File: src/rtl/hdb3_decoder.sv
// hdb3_decoder: receive-side HDB3 line decoder.
// Takes one ternary symbol per clock. Violations (V) are recognised by their
// polarity, and each 000V / B00V group is restored to four zeros. NRZ data
// appears at s3 of a 4-deep pipeline, so a V can still clear the B pulse and
// the zeros ahead of it before they leave the pipeline. Line-code errors are
// flagged as registered one-cycle pulses and counted in a saturating counter.
module hdb3_decoder #(
  parameter int ERR_W = 16
) (
  input  logic             clk,
  input  logic             rst,
  input  logic [1:0]       hdb3_in,
  input  logic             err_clr,
  output logic             data_out,
  output logic             data_valid,
  output logic             code_err,
  output logic             v_err,
  output logic             zero_err,
  output logic [ERR_W-1:0] err_cnt
);

  localparam logic [1:0] SYM_ZERO = 2'b00;
  localparam logic [1:0] SYM_ILL  = 2'b10;

  logic [3:0] sr;          // sr[0] = s0 (newest) .. sr[3] = s3 (oldest)
  logic [1:0] mk_hist;     // raw mark flags of the previous two symbols
  logic       have_mark;
  logic       last_pol;    // 1 = negative
  logic       have_v;
  logic       last_v_pol;
  logic [2:0] zrun;
  logic [2:0] fill;

  logic is_zero, is_ill, is_mark, pol, is_v, any_err;

  // Classify the incoming symbol. Bit 0 marks a pulse and bit 1 gives its sign.
  always_comb begin
    is_zero = (hdb3_in == SYM_ZERO);
    is_ill  = (hdb3_in == SYM_ILL);
    is_mark = hdb3_in[0];
    pol     = hdb3_in[1];
    is_v    = is_mark & have_mark & (pol == last_pol);
    any_err = code_err | v_err | zero_err;
  end

  // Data pipeline. A V clears the whole register. The entries shifting into
  // s1..s3 are the three symbols before the V, so a B pulse is removed.
  always_ff @(posedge clk or posedge rst) begin
    if (rst) begin
      sr      <= '0;
      mk_hist <= '0;
      fill    <= '0;
    end else begin
      sr      <= is_v ? 4'b0000 : {sr[2:0], is_mark};
      mk_hist <= {mk_hist[0], is_mark};
      if (fill != 3'd4) fill <= fill + 3'd1;
    end
  end

  // Polarity history and zero-run tracking. Illegal symbols leave both unchanged.
  always_ff @(posedge clk or posedge rst) begin
    if (rst) begin
      have_mark  <= 1'b0;
      last_pol   <= 1'b0;
      have_v     <= 1'b0;
      last_v_pol <= 1'b0;
      zrun       <= '0;
    end else if (is_mark) begin
      have_mark <= 1'b1;
      last_pol  <= pol;
      zrun      <= '0;
      if (is_v) begin
        have_v     <= 1'b1;
        last_v_pol <= pol;
      end
    end else if (is_zero && zrun != 3'd7) begin
      zrun <= zrun + 3'd1;
    end
  end

  // Registered error pulses for the symbol just sampled.
  always_ff @(posedge clk or posedge rst) begin
    if (rst) begin
      code_err <= 1'b0;
      v_err    <= 1'b0;
      zero_err <= 1'b0;
    end else begin
      code_err <= is_ill;
      zero_err <= is_zero & (zrun == 3'd3);
      v_err    <= is_v & ((|mk_hist) | (have_v & (pol == last_v_pol)));
    end
  end

  // Saturating error counter. Clear takes priority over a pending error.
  always_ff @(posedge clk or posedge rst) begin
    if (rst)
      err_cnt <= '0;
    else if (err_clr)
      err_cnt <= '0;
    else if (any_err && err_cnt != {ERR_W{1'b1}})
      err_cnt <= err_cnt + 1'b1;
  end

  assign data_out   = sr[3];
  assign data_valid = (fill == 3'd4);

endmodule

File: config.mk
export PLATFORM = sky130hd
export DESIGN_NAME = hdb3_decoder
export DESIGN_NICKNAME = d
export VERILOG_FILES = /design/src/rtl/hdb3_decoder.sv
export SDC_FILE = /design/constraint.sdc
export NUM_CORES = 1
export LEC_CHECK = 0
export BUFFER_PORTS_ARGS = -buffer_cell sky130_fd_sc_hd__buf_2
export CORE_UTILIZATION = 50
export CTS_BUF_LIST = sky130_fd_sc_hd__clkbuf_4 sky130_fd_sc_hd__clkbuf_8
export DETAILED_ROUTE_END_ITERATION = 16
export GPL_TIMING_DRIVEN = 0
export PLACE_DENSITY = 0.71
export RECOVER_POWER = 50
export SYNTH_ARGS = -nofsm -noshare
export SYNTH_HDL_FRONTEND = slang
export SYNTH_SLANG_ARGS = --single-unit
export TNS_END_PERCENT = 10
File: constraint.sdc
create_clock -name clk -period 2.4 [get_ports clk]
set_clock_uncertainty 0.1 [all_clocks]
set_input_delay 0.12 -clock clk [delete_from_list [all_inputs] [get_ports clk]]
set_output_delay 0.12 -clock clk [all_outputs]
set_load 0.005 [all_outputs]
* Yosys cells after proc, flatten, opt, wreduce, memory -nomap -nowiden
Index checks and enable logic that the tools add are counted.
Operators by class: add/sub/neg operators 3, equality and inequality tests 8, muxes and demuxes 5, bitwise logic cells 8, reduce and logical (&&, ||, !) cells 7
Operators by type and width (count):
- two-way mux 16 bit | 2
- adder 16 x 1 -> 16 bit (second input constant) | 1
- inequality test 16 bit (second input constant) | 1
- adder 3 x 1 -> 3 bit (second input constant) | 2
- two-way mux 3 bit | 2
- inequality test 3 bit (second input constant) | 2
- bitwise AND 1 bit | 5
- two-way mux 4 bit | 1
- nonzero test 2 bit | 2
- equality test 3 x 2 -> 1 bit (second input constant) | 1
- equality test 3 bit (second input constant) | 1
- OR 1 bit | 3
- equality test 1 bit | 2
- equality test 2 bit (second input constant) | 1
- logical AND 1 bit | 2
- zero test 2 bit | 1
- AND reduction 2 bit | 1
- OR reduction 2 bit | 1
Word-level totals: register bits 35, bits of input ports 5

* Depth between registers and ports, before layout
depth in word-level cells 5, gate-level depth with buffers 6

* Least setup slack after synthesis
No wires, ideal clock.
path kind register to register, from register err_cnt[0], to register err_cnt[10], arrival time 1.732 ns, slack 0.490 ns, stages on the path, launching flop included 7, path buffers 1, clock period less this slack 1.910 ns, cell sequence dfrtp_1 > ha_1 > nand2_1 > or4_1 > clkbuf_2 > or4_1 > a21oi_1
On the way: word-level cells in the longest chain between the ends 3, elaborated cells on any way between the ends 6
RTL lines:
- from (decl) | RTL line 19 | output logic [ERR_W-1:0] err_cnt
- from (signal assigned) | RTL line 101 | err_cnt <= err_cnt + 1'b1;
- adder 16 x 1 -> 16 bit or inequality test 16 bit (tied branches) | RTL line 101, 100
- two-way mux 16 bit or logical AND 1 bit (tied branches) | RTL line 100 | else if (any_err && err_cnt != {ERR_W{1'b1}})
- two-way mux 16 bit or nonzero test 2 bit (tied branches)
Parallel ways exist; a longest one is shown, timed or not. The select of a mux whose other input is x is not followed. A chain may end at the register's enable or synchronous reset.

* Worst setup path in the final report
from register err_cnt[0], to register err_cnt[0]
Same word-level chain as after synthesis.

==> flow_summary.json <==
{
  "cts_buffer_depth": 2,
  "grt_overflow_total": 0,
  "crit_path_end": "err_cnt[0]",
  "worst_pin_slew_ps": 1100,
  "irDropWorstVdd_uv": 347,
  "place_area_um2": 1910,
  "coreArea_um2": 3340,
  "ys_top_cells_by_count": "35 x dfrtp_1, 17 x nor2_1, 12 x nor2b_1",
  "maxCapViolations": 0,
  "cts_buffers": 5,
  "fmax_mhz": 457,
  "slowest_stage": "nor3_1",
  "r2r-end": "err_cnt[0]",
  "hold_viol": 0,
  "critical_path_class": "reg -> reg",
  "clockRootBuffer": "clkbuf_4",
  "r2r_cells": 5,
  "clkTransAtPathRegs_ps": 110,
  "synth_nets": 186,
  "finalCritPeriodShare": 0.912,
  "setup_viol": 0,
  "ant_nets": 0,
  "hpwl_um": 2400,
  "die_h_um": 60.9,
  "required_ps": 2550,
  "clk_latency_ps": 350,
  "synth_area_leaders": "dfrtp_1 51%, mux2_2 4.6%, ha_1 4.3%, nor2b_1 4.3%, nor2_1 3.7%",
  "ys.flop_type": "dfrtp_1",
  "io_pins": 26,
  "netlist-cell-type-count": 33,
  "tns_ps": 0,
  "diodes": 0,
  "fin_crit_ps": 2190,
  "ys_warn_count": 0,
  "grt_pass1_wl_um": 5490,
  "cts_tree": "built",
  "port_buffers": 24,
  "drv_slew": 0,
  "htreeDepth": 2,
  "path_max_fanout": 7,
  "stdcell_count": 256,
  "viasPerCell": 5.48,
  "cp-startpoint": "err_cnt[0]",
  "ff2ff_setup_slack_ps": 210,
  "ys_ff_latch": 35,
  "grt_start_max_net_pins": 36,
  "cts_sinks": 35,
  "yosysSeqAreaShare": 0.506,
  "hold_class": "in -> reg",
  "vias": 1404,
  "status": "complete, no violations",
  "area_growth_pct": 16.5,
  "leakagePower_nw": 0.886,
  "cp-end-kind": "flop",
  "fp-row-count": 21,
  "synth-edff-count": 0,
  "avgRoutedWirePerCell_um": 13.0,
  "start_util": 0.519,
  "path_cells": "ha_1 > inv_1 > nor3_1 > a21oi_1 > mux2_2",
  "dp.cells": 245,
  "cp_slowest_stage_delay_ps": 620,
  "synth.most_common_cell": "dfrtp_1",
  "arrival_ps": 2330,
  "grtUsageTotal": 0.206,
  "die_w_um": 60.9,
  "syn_area_per_cell_um2": 9.90,
  "routed_wl_um": 3320,
  "drive_above_1_share": 0.190,
  "fin_nets": 220,
  "layout_setup_ws_ps": 211,
  "synth.largest_area_cell": "dfrtp_1",
  "first_pass_iters": 4,
  "design_area_um2": 2020,
  "die_area_um2": 3700,
  "slew_headroom": 0.264,
  "synth_top_area_share": 0.506,
  "r2r-start": "err_cnt[0]",
  "place_ws_ps": 254,
  "start_kind": "flop",
  "grt_pass1_vias": 1272,
  "place.gp.congestion": 0.826,
  "cts_resized": 0,
  "drc_errors": 0,
  "antenna_found_initial": 0,
  "p_per_area_nw_per_um2": 590,
  "syn_area_um2": 1730,
  "drt-initial-drc-count": 124,
  "async_flop_share": 1.00,
  "syn_inst": 175,
  "rsz0062_at_grt": "no"
}
-- sequential cells by signal, summed over array words and instances, names as in the netlist --
register	flops
code_err	1
err_cnt	16
fill	3
have_mark	1
have_v	1
last_pol	1
last_v_pol	1
mk_hist	2
sr	4
v_err	1
zero_err	1
zrun	3
-- cells in the final DEF (no fill, tap or decap), drive strengths merged, types with 3 or more instances in the layout --
| cell | netlist | final |
|---|---|---|
| ha | 6 | 6 |
| o21ai | 7 | 7 |
| a211oi | 6 | 6 |
| or3 | 7 | 7 |
| xnor2 | 3 | 3 |
| nand4 | 6 | 6 |
| clkbuf | 7 | 18 |
| inv | 8 | 8 |
| nand2 | 11 | 11 |
| nor2b | 12 | 12 |
| nand3 | 3 | 3 |
| mux2 | 7 | 7 |
| buf | 0 | 20 |
| dfrtp | 35 | 35 |
| a31oi | 4 | 4 |
| nor3 | 6 | 6 |
| nor2 | 17 | 17 |
| a21oi | 10 | 10 |
-- area by class of cell --
type / count / area [um2]
clock buffers: 6 / 51.3
flip-flops and latches: 35 / 876
multi-input cells: 125 / 798
well taps: 46 / 57.6
clock inverters: 2 / 38.8
repair buffers: 27 / 139
plain buffers: 7 / 27.5
fillers: 308 / 1320
inverters: 8 / 30.0
-- logic make-up after synthesis --
family | synth area share
and+or+nand+nor | 0.228
DFF | 0.506
AOI/OAI and AO/OA | 0.118
buffers and inverters | 0.0332
muxes | 0.0513
adders and majority gates | 0.0434
xor gates and xnor gates | 0.0202
-- per-stage QoR --
stage          hold WS (ps)  utilization  power, W
5_1_grt                77.1        0.605   0.00125
3_3_place_gp            154        0.572  0.000736
3_5_place_dp            157        0.572  0.000742
4_1_cts                28.6        0.602   0.00121
2_1_floorplan          51.4            -  0.000708
6_report               60.7        0.605   0.00119
-- worst min path at each step --
| stage | start | to | slack [ps] | cells past startpoint |
|---|---|---|---|---|
| after floorplan | hdb3_in[0] | mk_hist[0] | 50 | 0 |
| after global placement | hdb3_in[0] | mk_hist[0] | 150 | 1 |
| after detailed placement | hdb3_in[0] | mk_hist[0] | 160 | 1 |
| after CTS | rst | have_v | 30 | 2 |
| after global routing | hdb3_in[1] | code_err | 80 | 2 |
| final | hdb3_in[1] | last_pol | 60 | 3 |
-- critical path, delay by kind of cell, from the launching register on --
kind | cells | cell delay, ps
buf+inv | 1 | 80
compound gates | 1 | 240
mux | 1 | 320
simple gates | 1 | 620
flops | 1 | 480
fa+ha+maj | 1 | 240
-- metal layers --
| layer | vias up | part of all wire | track usage |
|---|---|---|---|
| met4 | 0 | 0.021 | 0.0974 |
| met2 | 23 | 0.50 | 0.338 |
| met3 | 8 | 0.041 | 0.0725 |
| met1 | 682 | 0.44 | 0.243 |
| met5 | - | 0 | 0 |
| li1 | 691 | - | - |
-- report_power, final --
group          total (W)  internal, W  switching (W)
Clock           0.000459     0.000251       0.000208
Combinational  0.0000970    0.0000410      0.0000560
Sequential      0.000635     0.000614      0.0000205
-- timing repair --
action                                 4_1_cts  5_1_grt
endpoints found under the hold margin        2       27
setup buffers                                0        0
hold buffers                                 1        1
(Power assumes the default switching activity.)
